## config.mk

```make
export PLATFORM = sky130hd
export DESIGN_NAME = clock_ctrl
export DESIGN_NICKNAME = d
export VERILOG_FILES = /design/src/rtl/clock_pkg.sv /design/src/rtl/tick_gen.sv /design/src/rtl/clock_ctrl.sv
export SDC_FILE = /design/constraint.sdc
export NUM_CORES = 1
export LEC_CHECK = 0
export ABC_CLOCK_PERIOD_IN_PS = 4900
export CAP_MARGIN = 0
export CORE_MARGIN = 3
export CORE_UTILIZATION = 30
export DETAILED_ROUTE_END_ITERATION = 10
export DONT_BUFFER_PORTS = 1
export GPL_TIMING_DRIVEN = 0
export PLACE_DENSITY_LB_ADDON = 0.25
export RECOVER_POWER = 100
export SYNTH_ARGS = -nofsm -noshare
export SYNTH_HDL_FRONTEND = slang
export SYNTH_SLANG_ARGS = --single-unit
```

## constraint.sdc

```tcl
create_clock -name clk -period 4.9 [get_ports clk]
set_input_delay 0.49 -clock clk [delete_from_list [all_inputs] [get_ports clk]]
set_output_delay 0.49 -clock clk [all_outputs]
set_load 0.005 [all_outputs]
```

## src/rtl/clock_pkg.sv

```systemverilog
// Shared encodings, key indices and field limits for the clock controller.
// The wrap-aware step function is used for both time and alarm editing.
package clock_pkg;

   typedef enum logic [1:0] {
      ModeRun      = 2'd0,
      ModeSetTime  = 2'd1,
      ModeSetAlarm = 2'd2
   } mode_e;

   typedef enum logic [1:0] {
      FieldHour = 2'd0,
      FieldMin  = 2'd1,
      FieldSec  = 2'd2
   } field_e;

   localparam int unsigned KEY_MODE  = 0;
   localparam int unsigned KEY_FIELD = 1;
   localparam int unsigned KEY_INC   = 2;
   localparam int unsigned KEY_DEC   = 3;
   localparam int unsigned KEY_ALM   = 4;

   localparam logic [5:0] HOUR_MAX   = 6'd23;
   localparam logic [5:0] MINSEC_MAX = 6'd59;

   // One step up or down with wrap at 0 and max_val; neighbours are untouched.
   function automatic logic [5:0] wrap_step(input logic [5:0] val, input logic [5:0] max_val,
                                            input logic up);
      logic [5:0] res;
      if (up) begin
         res = (val >= max_val) ? 6'd0 : val + 6'd1;
      end else begin
         res = (val == 6'd0) ? max_val : val - 6'd1;
      end
      return res;
   endfunction

endpackage

```

## src/rtl/tick_gen.sv

```systemverilog
// Seconds prescaler: one-cycle sec_tick per CLK_FREQ cycles and a half-second blink phase.
// clr restarts the count so the next second is a full one.
module tick_gen #(
   parameter int unsigned CLK_FREQ = 50_000_000
) (
   input  logic clk,
   input  logic rst,
   input  logic clr,
   output logic sec_tick,
   output logic blink
);

   localparam int unsigned CntW = $clog2(CLK_FREQ);
   localparam logic [CntW-1:0] CntLast = CntW'(CLK_FREQ - 1);
   localparam logic [CntW-1:0] CntHalf = CntW'(CLK_FREQ / 2 - 1);

   logic [CntW-1:0] cnt_q, cnt_d;
   logic            tick_q, tick_d;
   logic            blink_q, blink_d;

   always_comb begin
      cnt_d   = cnt_q;
      tick_d  = 1'b0;
      blink_d = blink_q;
      if (clr) begin
         cnt_d   = '0;
         blink_d = 1'b0;
      end else begin
         cnt_d   = (cnt_q == CntLast) ? '0 : cnt_q + CntW'(1);
         tick_d  = (cnt_q == CntLast);
         blink_d = blink_q ^ ((cnt_q == CntLast) || (cnt_q == CntHalf));
      end
   end

   always_ff @(posedge clk) begin
      if (rst) begin
         cnt_q   <= '0;
         tick_q  <= 1'b0;
         blink_q <= 1'b0;
      end else begin
         cnt_q   <= cnt_d;
         tick_q  <= tick_d;
         blink_q <= blink_d;
      end
   end

   assign sec_tick = tick_q;
   assign blink    = blink_q;

endmodule

```

## src/rtl/clock_ctrl.sv

```systemverilog
// Time-of-day clock with alarm and a key-driven mode/field setting FSM.
// All outputs come straight from registers.
module clock_ctrl
   import clock_pkg::*;
#(
   parameter int unsigned CLK_FREQ  = 50_000_000,
   parameter int unsigned RING_SECS = 60
) (
   input  logic       clk,
   input  logic       rst,
   input  logic [4:0] key_in,
   output logic [4:0] hour,
   output logic [5:0] minute,
   output logic [5:0] second,
   output logic [4:0] alm_hour,
   output logic [5:0] alm_minute,
   output logic [1:0] mode,
   output logic [1:0] field,
   output logic       alarm_en,
   output logic       alarm_ring,
   output logic       blink,
   output logic       sec_tick
);

   localparam logic [7:0] RingLast = 8'(RING_SECS - 1);

   mode_e      mode_q, mode_d;
   field_e     field_q, field_d;
   logic [4:0] hour_q, hour_d, alm_hour_q, alm_hour_d;
   logic [5:0] minute_q, minute_d, second_q, second_d, alm_minute_q, alm_minute_d;
   logic       alarm_en_q, alarm_en_d, ring_q, ring_d;
   logic [7:0] ring_cnt_q, ring_cnt_d;

   logic tick, blink_int, clr, edit, tick_run;
   logic act_mode, act_field, act_inc, act_dec, act_alm;

   tick_gen #(
      .CLK_FREQ(CLK_FREQ)
   ) u_tick_gen (
      .clk     (clk),
      .rst     (rst),
      .clr     (clr),
      .sec_tick(tick),
      .blink   (blink_int)
   );

   // Only the lowest-indexed pressed key acts in a cycle.
   assign act_mode  = key_in[KEY_MODE];
   assign act_field = key_in[KEY_FIELD] & ~key_in[KEY_MODE];
   assign act_inc   = key_in[KEY_INC] & ~(key_in[KEY_MODE] | key_in[KEY_FIELD]);
   assign act_dec   = key_in[KEY_DEC] & ~(key_in[KEY_MODE] | key_in[KEY_FIELD] | key_in[KEY_INC]);
   assign act_alm   = key_in[KEY_ALM] & ~(|key_in[3:0]);

   assign clr      = act_mode && (mode_q == ModeSetTime);
   assign edit     = (act_inc || act_dec) && (mode_q != ModeRun);
   assign tick_run = tick && (mode_q != ModeSetTime);

   always_comb begin
      mode_d       = mode_q;
      field_d      = field_q;
      hour_d       = hour_q;
      minute_d     = minute_q;
      second_d     = second_q;
      alm_hour_d   = alm_hour_q;
      alm_minute_d = alm_minute_q;
      alarm_en_d   = alarm_en_q;
      ring_d       = ring_q;
      ring_cnt_d   = ring_cnt_q;

      if (act_mode) begin
         field_d = FieldHour;
         case (mode_q)
            ModeRun:     mode_d = ModeSetTime;
            ModeSetTime: mode_d = ModeSetAlarm;
            default:     mode_d = ModeRun;
         endcase
      end else if (act_field && (mode_q != ModeRun)) begin
         case (field_q)
            FieldHour: field_d = FieldMin;
            FieldMin:  field_d = (mode_q == ModeSetAlarm) ? FieldHour : FieldSec;
            default:   field_d = FieldHour;
         endcase
      end

      if (edit && (mode_q == ModeSetTime)) begin
         case (field_q)
            FieldHour: hour_d   = 5'(wrap_step({1'b0, hour_q}, HOUR_MAX, act_inc));
            FieldMin:  minute_d = wrap_step(minute_q, MINSEC_MAX, act_inc);
            default:   second_d = wrap_step(second_q, MINSEC_MAX, act_inc);
         endcase
      end else if (edit && (mode_q == ModeSetAlarm)) begin
         case (field_q)
            FieldHour: alm_hour_d   = 5'(wrap_step({1'b0, alm_hour_q}, HOUR_MAX, act_inc));
            FieldMin:  alm_minute_d = wrap_step(alm_minute_q, MINSEC_MAX, act_inc);
            default:   ;
         endcase
      end

      if (tick_run) begin
         if (second_d == MINSEC_MAX) begin
            second_d = '0;
            if (minute_d == MINSEC_MAX) begin
               minute_d = '0;
               hour_d   = (hour_d == 5'(HOUR_MAX)) ? '0 : hour_d + 5'd1;
            end else begin
               minute_d = minute_d + 6'd1;
            end
         end else begin
            second_d = second_d + 6'd1;
         end
      end

      if (act_alm && !ring_q) begin
         alarm_en_d = ~alarm_en_q;
      end

      // Ring duration counts every elapsed second, even while time is frozen.
      if (ring_q) begin
         if (act_alm || !alarm_en_d) begin
            ring_d = 1'b0;
         end else if (tick) begin
            if (ring_cnt_q == RingLast) begin
               ring_d = 1'b0;
            end else begin
               ring_cnt_d = ring_cnt_q + 8'd1;
            end
         end
      end else if (tick_run && alarm_en_d && (hour_d == alm_hour_d) &&
                   (minute_d == alm_minute_d) && (second_d == 6'd0)) begin
         ring_d     = 1'b1;
         ring_cnt_d = '0;
      end
   end

   always_ff @(posedge clk) begin
      if (rst) begin
         mode_q       <= ModeRun;
         field_q      <= FieldHour;
         hour_q       <= '0;
         minute_q     <= '0;
         second_q     <= '0;
         alm_hour_q   <= '0;
         alm_minute_q <= '0;
         alarm_en_q   <= 1'b0;
         ring_q       <= 1'b0;
         ring_cnt_q   <= '0;
      end else begin
         mode_q       <= mode_d;
         field_q      <= field_d;
         hour_q       <= hour_d;
         minute_q     <= minute_d;
         second_q     <= second_d;
         alm_hour_q   <= alm_hour_d;
         alm_minute_q <= alm_minute_d;
         alarm_en_q   <= alarm_en_d;
         ring_q       <= ring_d;
         ring_cnt_q   <= ring_cnt_d;
      end
   end

   assign hour       = hour_q;
   assign minute     = minute_q;
   assign second     = second_q;
   assign alm_hour   = alm_hour_q;
   assign alm_minute = alm_minute_q;
   assign mode       = mode_q;
   assign field      = field_q;
   assign alarm_en   = alarm_en_q;
   assign alarm_ring = ring_q;
   assign blink      = blink_int;
   assign sec_tick   = tick;

endmodule

```

# Yosys cells after proc, flatten, opt, wreduce, memory -nomap -nowiden
# Index checks and enable logic that the tools add are counted.
# totals
in_bits	7
word_cells	142
reg_bits	70
out_inout_bits	36
# classes
n_reduce_logical	32
eq_ne	15
mux	50
bitwise_logic	12
order_cmp	5
add_sub_neg	15
# op_table
cell	count
$mux W6	21
$mux W5	15
$mux W8	5
$add A6 B1 Y6 const B	5
$add A26 B1 Y26 const B	1
$eq A26 B25 Y1 const B	1
$eq A26 B26 Y1 const B	1
$logic_not A6 Y1	4
$ge A6 B6 Y1 const B	3
$sub A6 B1 Y6 const B	3
$add A5 B1 Y5 const B	3
$eq A6 B6 Y1 const B	2
$logic_and A1 B1 Y1	11
$ge A5 B5 Y1 const B	2
$logic_not A5 Y1	2
$sub A5 B1 Y5 const B	2
$add A8 B1 Y8 const B	1
$eq A8 B6 Y1 const B	1
$pmux W2 S2	2
$eq A6 B6 Y1	1
$mux W1	6
$reduce_or A2 Y1	3
$eq A5 B5 Y1	1
$eq A5 B5 Y1 const B	1
16 further kinds	32

# Longest topological paths before layout
# depth
depth_word	19
ltp_mapped	19
mapped_depth_nobuf	16

# Modules after synthesis
# Synthesis repeated with hierarchy kept, for this count alone.
# unflattened
hier_cells	727
hier_area_um2	5562.8
# modules_own_cells
mod	area_each_um2	n_inst	seq_area_each_um2	cells_per_inst
clock_ctrl	4220.3	1	840.8	574
tick_gen	1342.5	1	560.5	153

# Worst setup path before layout
# OpenSTA, ideal clock, no wires.
# synth_timing
path_type	input -> register
start	input key_in[0]
end	register ring_cnt_q[5]
arrival_ns	4.130
setup_ns	0.120
path_slack_ns	0.650
n_path_buf	5
required_time_ns	4.780
cell_stages	18
path_cell_list	buf_2 > nor3b_2 > buf_2 > buf_2 > clkbuf_1 > a31oi_1 > a21oi_1 > ha_1 > nand3_1 > nor2_1 > and3b_1 > buf_4 > nand2_1 > a221oi_1 > a31oi_1 > nor4_4 > a221oi_1 > or2_1
# synth_between
elab_chain_cells	19
elab_cells_between_ends	59
classes_between	add/sub (3); eq/ne (6); mux (27); bitwise (8); reduce/logical (15)
# synth_lines
item	line_no	source
start: declaration	clock_ctrl.sv:11	input logic [4:0] key_in,
$or A1 B1 Y1	clock_ctrl.sv:50, clock_ctrl.sv:51	
$or A1 B1 Y1	clock_ctrl.sv:51	assign act_dec = key_in[KEY_DEC] & ~(key_in[KEY_MODE] | key_in[KEY_FIELD] | key_in[KEY_INC]);
$not A1 Y1	clock_ctrl.sv:51	
$and A1 B1 Y1	clock_ctrl.sv:51	
$logic_or A1 B1 Y1	clock_ctrl.sv:55	assign edit = (act_inc || act_dec) && (mode_q != ModeRun);
$logic_and A1 B1 Y1	clock_ctrl.sv:55	
$logic_and A1 B1 Y1	clock_ctrl.sv:85	if (edit && (mode_q == ModeSetTime)) begin
$mux W5	clock_ctrl.sv:85	
(+2 left out)	n/a	
$mux W5	clock_ctrl.sv:102	if (minute_d == MINSEC_MAX) begin
$mux W5	clock_ctrl.sv:100	if (second_d == MINSEC_MAX) begin
$mux W5	clock_ctrl.sv:99	if (tick_run) begin
$eq A5 B5 Y1	clock_ctrl.sv:128	end else if (tick_run && alarm_en_d && (hour_d == alm_hour_d) &&
$logic_and A1 B1 Y1 (2 in series)	clock_ctrl.sv:128	
$logic_and A1 B1 Y1	clock_ctrl.sv:129	(minute_d == alm_minute_d) && (second_d == 6'd0)) begin
$reduce_bool A2 Y1 (no line)	n/a	
$reduce_and A4 Y1 (no line) *	n/a	
end signal: assignment	clock_ctrl.sv:157	ring_cnt_q <= ring_cnt_d;
end: declaration	clock_ctrl.sv:32	logic [7:0] ring_cnt_q, ring_cnt_d;
# Mark *: on every way between the ends. The rest lies on a longest branch, timed or not.
# A chain may end at the register's enable or synchronous reset.

# Worst setup path after layout
# layout_timing
start	register field_q[0] (netlist: field[0])
end	register ring_cnt_q[5]
# layout_between
elab_chain_cells	14
elab_cells_between_ends	38
classes_between	add/sub (3); eq/ne (6); mux (21); reduce/logical (8)
# layout_lines
item	line_no	source
start: declaration	clock_ctrl.sv:28	field_e field_q, field_d;
start signal: assignment	clock_ctrl.sv:138	field_q <= FieldHour;
start signal: assignment	clock_ctrl.sv:149	field_q <= field_d;
$logic_not A2 Y1	clock_ctrl.sv:86, clock_ctrl.sv:92	
$mux W5	clock_ctrl.sv:86	case (field_q)
$mux W5	clock_ctrl.sv:85	
$add A5 B1 Y5 / $eq A5 B5 Y1 (equally long branches)	clock_ctrl.sv:104	hour_d = (hour_d == 5'(HOUR_MAX)) ? '0 : hour_d + 5'd1;
$mux W5	clock_ctrl.sv:104	
$mux W5	clock_ctrl.sv:102	
$mux W5	clock_ctrl.sv:100	
$mux W5	clock_ctrl.sv:99	
$eq A5 B5 Y1	clock_ctrl.sv:128	
$logic_and A1 B1 Y1 (2 in series)	clock_ctrl.sv:128	
$logic_and A1 B1 Y1 *	clock_ctrl.sv:129	
$reduce_bool A2 Y1 (no line) *	n/a	
$reduce_and A4 Y1 (no line) *	n/a	
# Marks and branches as above.

==> impl_results.md <==
- Result of the run: finished, final reports clean
- Kind of capture point of the worst setup path: flip-flop
- Cell area power density: 224 nW/µm²
- Sequential share of power: 43.3%
- Synth unique cells: 91
- Most used DFF post-synth: sky130_fd_sc_hd__dfxtp_1
- Number of I/O port buffers: 0
- Initial antenna violation count: 0
- Floorplan die area: 19800 µm²
- Quantity of hold-fixing buffers added after cts: 0
- Internal Pwr Total: 971 µW
- Proportion of power drawn by combinational gates: 7.7%
- Shortest clock period the worst path allows after layout: between 4 and 5 ns
- TritonCTS clock tree: yes
- Largest clock skew in the final design: 0.0114 ns
- Proportion of layout cells with a drive suffix above 1: 8.21%
- Commonest non-fill, non-tap cell in the layout: sky130_fd_sc_hd__nor2_1
- Final routed wire length divided by cell count: 16.7 µm
- Final sum of negative setup slack: 0 ns
- Count of final hold-check violations: 0
- Critical path peak fanout: 10
- Detail-routed via count per cell: around 5.6
- Largest voltage drop on the vdd net: 0.000177 V
- Total of warnings raised by yosys: 0
- Switch share: between 20 and 30%
- Setup violators final: 0
- PnR worst setup slack: roughly 0.32 ns
- Worst-path clk slew: roughly 0.07 ns
- Via count: approximately 5300
- Worst Path Arrival: between 4 and 5 ns
- Share of synthesized registers carrying an async set or reset: 0%
- Number of ports placed on the die boundary: 43
- Number of iterations in the first detailed-routing pass: 5
- Antenna-violating nets left: 0
- Final Core Density: 34.3%
- Buffer cell driving the clock tree root: sky130_fd_sc_hd__clkbuf_16
- Setup repair after global routing missed its margin: false
- Remaining max-slew budget at the tightest pin: 54.8%
- Number of max-cap violations: 0
- Placed Instance Area: 5710 µm²
- Tightest Hold Check Type: reg2reg
- Maximum number of pins on one net before global-route repair: 20
- Overall global routing resource usage: 16.1%
- First-pass GRT wire length: 26100 µm
- Total clock buffers created by CTS: 9
- Total wire length: 15900 µm
- Final global-route overflow total: 0
- Placeable core region: ~18000 µm²
- Net switching power: 375 µW
- Floorplan die height: approximately 140 µm
- Fraction of power consumed by the clock network: between 40% and 50%
- Number of nets in the layout: 751
- Sum of internal, switching and leakage power: 1350 µW
- Fraction of the cycle the final worst path needs: 93.5%
- Flip-flop and latch count after synthesis: 70
- Number of enable flip-flop cells after synthesis: 0
- Die W: around 140 µm
- Deepest clock path buffer count: 2
- Placement row count: 48
- Commonest non-fill, non-tap cells in the layout: 104 x sky130_fd_sc_hd__nor2_1, 70 x sky130_fd_sc_hd__dfxtp_1, 44 x sky130_fd_sc_hd__a21oi_1
- Fmax achieved: 0.218 GHz
- Fin. max-slew vios: 0
- Worst-Margin Slew: 0.674 ns
- Number of global-route vias before repair: 4927
- Remaining design rule violation count: 0
- Total number of clock tree sinks: 70
- Mapped Area: 5430 µm²
- Detail Placement HPWL: roughly 12000 µm
- Area delta synth->final: 10.8%
- Kind of critical path: reg2reg
- H-Tree Depth: 3
- Leak pwr: 0.00214 µW
- Share of the yosys chip area belonging to registers: 25.8%
- Post-route standard cell area excluding fillers: 6020 µm²
- Antenna Diode Count: 0
- First-iteration detailed-routing DRC count: 415
- Post-placement worst setup slack: -0.656 ns
- Gate Count Post-Synth: 712
- Clock latency of the later-clocked register in the worst-skew pair: about 0.35 ns
- Mapped Nets: around 740
- Nature of the critical path startpoint: flip-flop
- Effective utilization at floorplan: slightly above 30%
- Worst endpoint required time: 5.19 ns
- Syn_area_per_cell: ~7.6 µm²
- RD Place Congestion: about 0.86
-- logic make-up after synthesis --
logic type / after synthesis / synth area share [%]
simple gates: 326 / 31.7
compound gates: 184 / 24.9
flops: 70 / 25.8
buf+inv: 62 / 4.81
xor+xnor: 42 / 6.77
fa+ha+maj: 19 / 4.33
mux: 9 / 1.68
-- layout make-up --
| class | instances | area [µm²] |
|---|---|---|
| tap | 225 | 282 |
| fill | 1878 | 11500 |
| timing repair buffer | 4 | 27.5 |
| inverter | 21 | 78.8 |
| clock inverter | 7 | 66.3 |
| multi-input combinational | 580 | 3760 |
| buffer | 40 | 178 |
| sequential | 70 | 1400 |
| clock buffer | 9 | 225 |
-- per-stage QoR --
stage          hold WS [ns]  std cells
2_1_floorplan         0.426        712
5_1_grt               0.480        956
6_report              0.460        956
3_3_place_gp          0.438        937
4_1_cts               0.461        956
3_5_place_dp          0.447        937
-- what timing repair did --
action / 4_1_cts / 5_1_grt
buffers inserted: 4 / 0
resized for setup: 0 / 3
pin swaps: 2 / 0
endpoints found under the setup margin: 9 / 8
endpoints found under the hold margin: 0 / 0
-- power groups by stage --
stage | combinational, µW | clock (µW) | sequential (µW)
final | 104 | 659 | 582
after global routing | 115 | 705 | 583
after CTS | 104 | 684 | 582
after detailed placement | 98.6 | 0 | 595
after global placement | 99.5 | 0 | 595
after floorplan | 73.9 | 0 | 593
-- layer usage --
metal | vias up | part of all wire, % | GRT usage, %
li1 | 2661 | - | -
met2 | 137 | 46 | 25.2
met5 | - | 0 | 0
met4 | 0 | 1.2 | 4.54
met3 | 16 | 7.4 | 5.12
met1 | 2495 | 46 | 21.4
-- worst paths after layout --
path	startpoint	endpoint	slack, ns	cells past startpoint
worst min register to register	u_tick_gen.cnt_q[0]	u_tick_gen.cnt_q[0]	0.46	1
worst min-delay path	u_tick_gen.cnt_q[0]	u_tick_gen.cnt_q[0]	0.46	1
worst max register to register	field[0]	ring_cnt_q[5]	0.32	16
worst max-delay path	field[0]	ring_cnt_q[5]	0.32	16
-- cells in the mapped netlist, types with 4 or more instances --
master	n	area share, %
sky130_fd_sc_hd__nand2_1	42	2.9
sky130_fd_sc_hd__nor2b_1	5	0.58
sky130_fd_sc_hd__xnor2_1	20	3.2
sky130_fd_sc_hd__a211oi_1	13	1.8
sky130_fd_sc_hd__nand3_1	42	3.9
sky130_fd_sc_hd__buf_2	8	0.74
sky130_fd_sc_hd__a22oi_1	6	0.83
sky130_fd_sc_hd__and2_1	5	0.58
sky130_fd_sc_hd__inv_1	21	1.5
sky130_fd_sc_hd__nor3b_1	4	0.55
sky130_fd_sc_hd__xor2_1	22	3.5
sky130_fd_sc_hd__nor3_1	28	2.6
sky130_fd_sc_hd__o21a_1	4	0.55
sky130_fd_sc_hd__a21o_1	4	0.55
sky130_fd_sc_hd__a31oi_1	10	1.2
sky130_fd_sc_hd__dfxtp_1	70	26
sky130_fd_sc_hd__a221oi_1	5	0.81
sky130_fd_sc_hd__or3_1	13	1.5
sky130_fd_sc_hd__o211ai_1	5	0.69
sky130_fd_sc_hd__o31ai_1	6	0.83
sky130_fd_sc_hd__o2111ai_1	5	0.81
sky130_fd_sc_hd__a41oi_1	5	0.81
sky130_fd_sc_hd__nor2_1	104	7.2
sky130_fd_sc_hd__a211o_1	5	0.81
sky130_fd_sc_hd__nand2b_1	9	1.0
sky130_fd_sc_hd__nand4_1	12	1.4
sky130_fd_sc_hd__and3_1	19	2.2
sky130_fd_sc_hd__o21ai_0	21	1.9
sky130_fd_sc_hd__o31a_1	4	0.64
sky130_fd_sc_hd__mux2i_1	8	1.5
sky130_fd_sc_hd__ha_1	18	4.1
sky130_fd_sc_hd__clkbuf_1	27	1.9
sky130_fd_sc_hd__a21oi_1	44	4.1
-- registers in the layout, summed over array words and instances, names as in the netlist --
name / flops
second: 6
mode: 2
u_tick_gen.cnt_q: 26
u_tick_gen.sec_tick: 1
alarm_ring: 1
u_tick_gen.blink: 1
alm_hour: 5
minute: 6
field: 2
alarm_en: 1
hour: 5
ring_cnt_q: 8
alm_minute: 6
-- critical path, stage by stage (launching register included) --
cell and delay [ns]:
sky130_fd_sc_hd__dfxtp_1 0.48, sky130_fd_sc_hd__or4b_1 0.52, sky130_fd_sc_hd__or3_1 0.35, sky130_fd_sc_hd__buf_2 0.21, sky130_fd_sc_hd__nor2_4 0.18, sky130_fd_sc_hd__a2bb2oi_4 0.25
sky130_fd_sc_hd__ha_1 0.24, sky130_fd_sc_hd__and3_4 0.24, sky130_fd_sc_hd__o211a_1 0.16, sky130_fd_sc_hd__buf_4 0.18, sky130_fd_sc_hd__a311oi_2 0.11, sky130_fd_sc_hd__a2111oi_1 0.56
sky130_fd_sc_hd__a221o_1 0.25, sky130_fd_sc_hd__nor4_4 0.06, sky130_fd_sc_hd__clkbuf_2 0.20, sky130_fd_sc_hd__a2111oi_0 0.39, sky130_fd_sc_hd__or2_1 0.15
(Power assumes the default switching activity.)
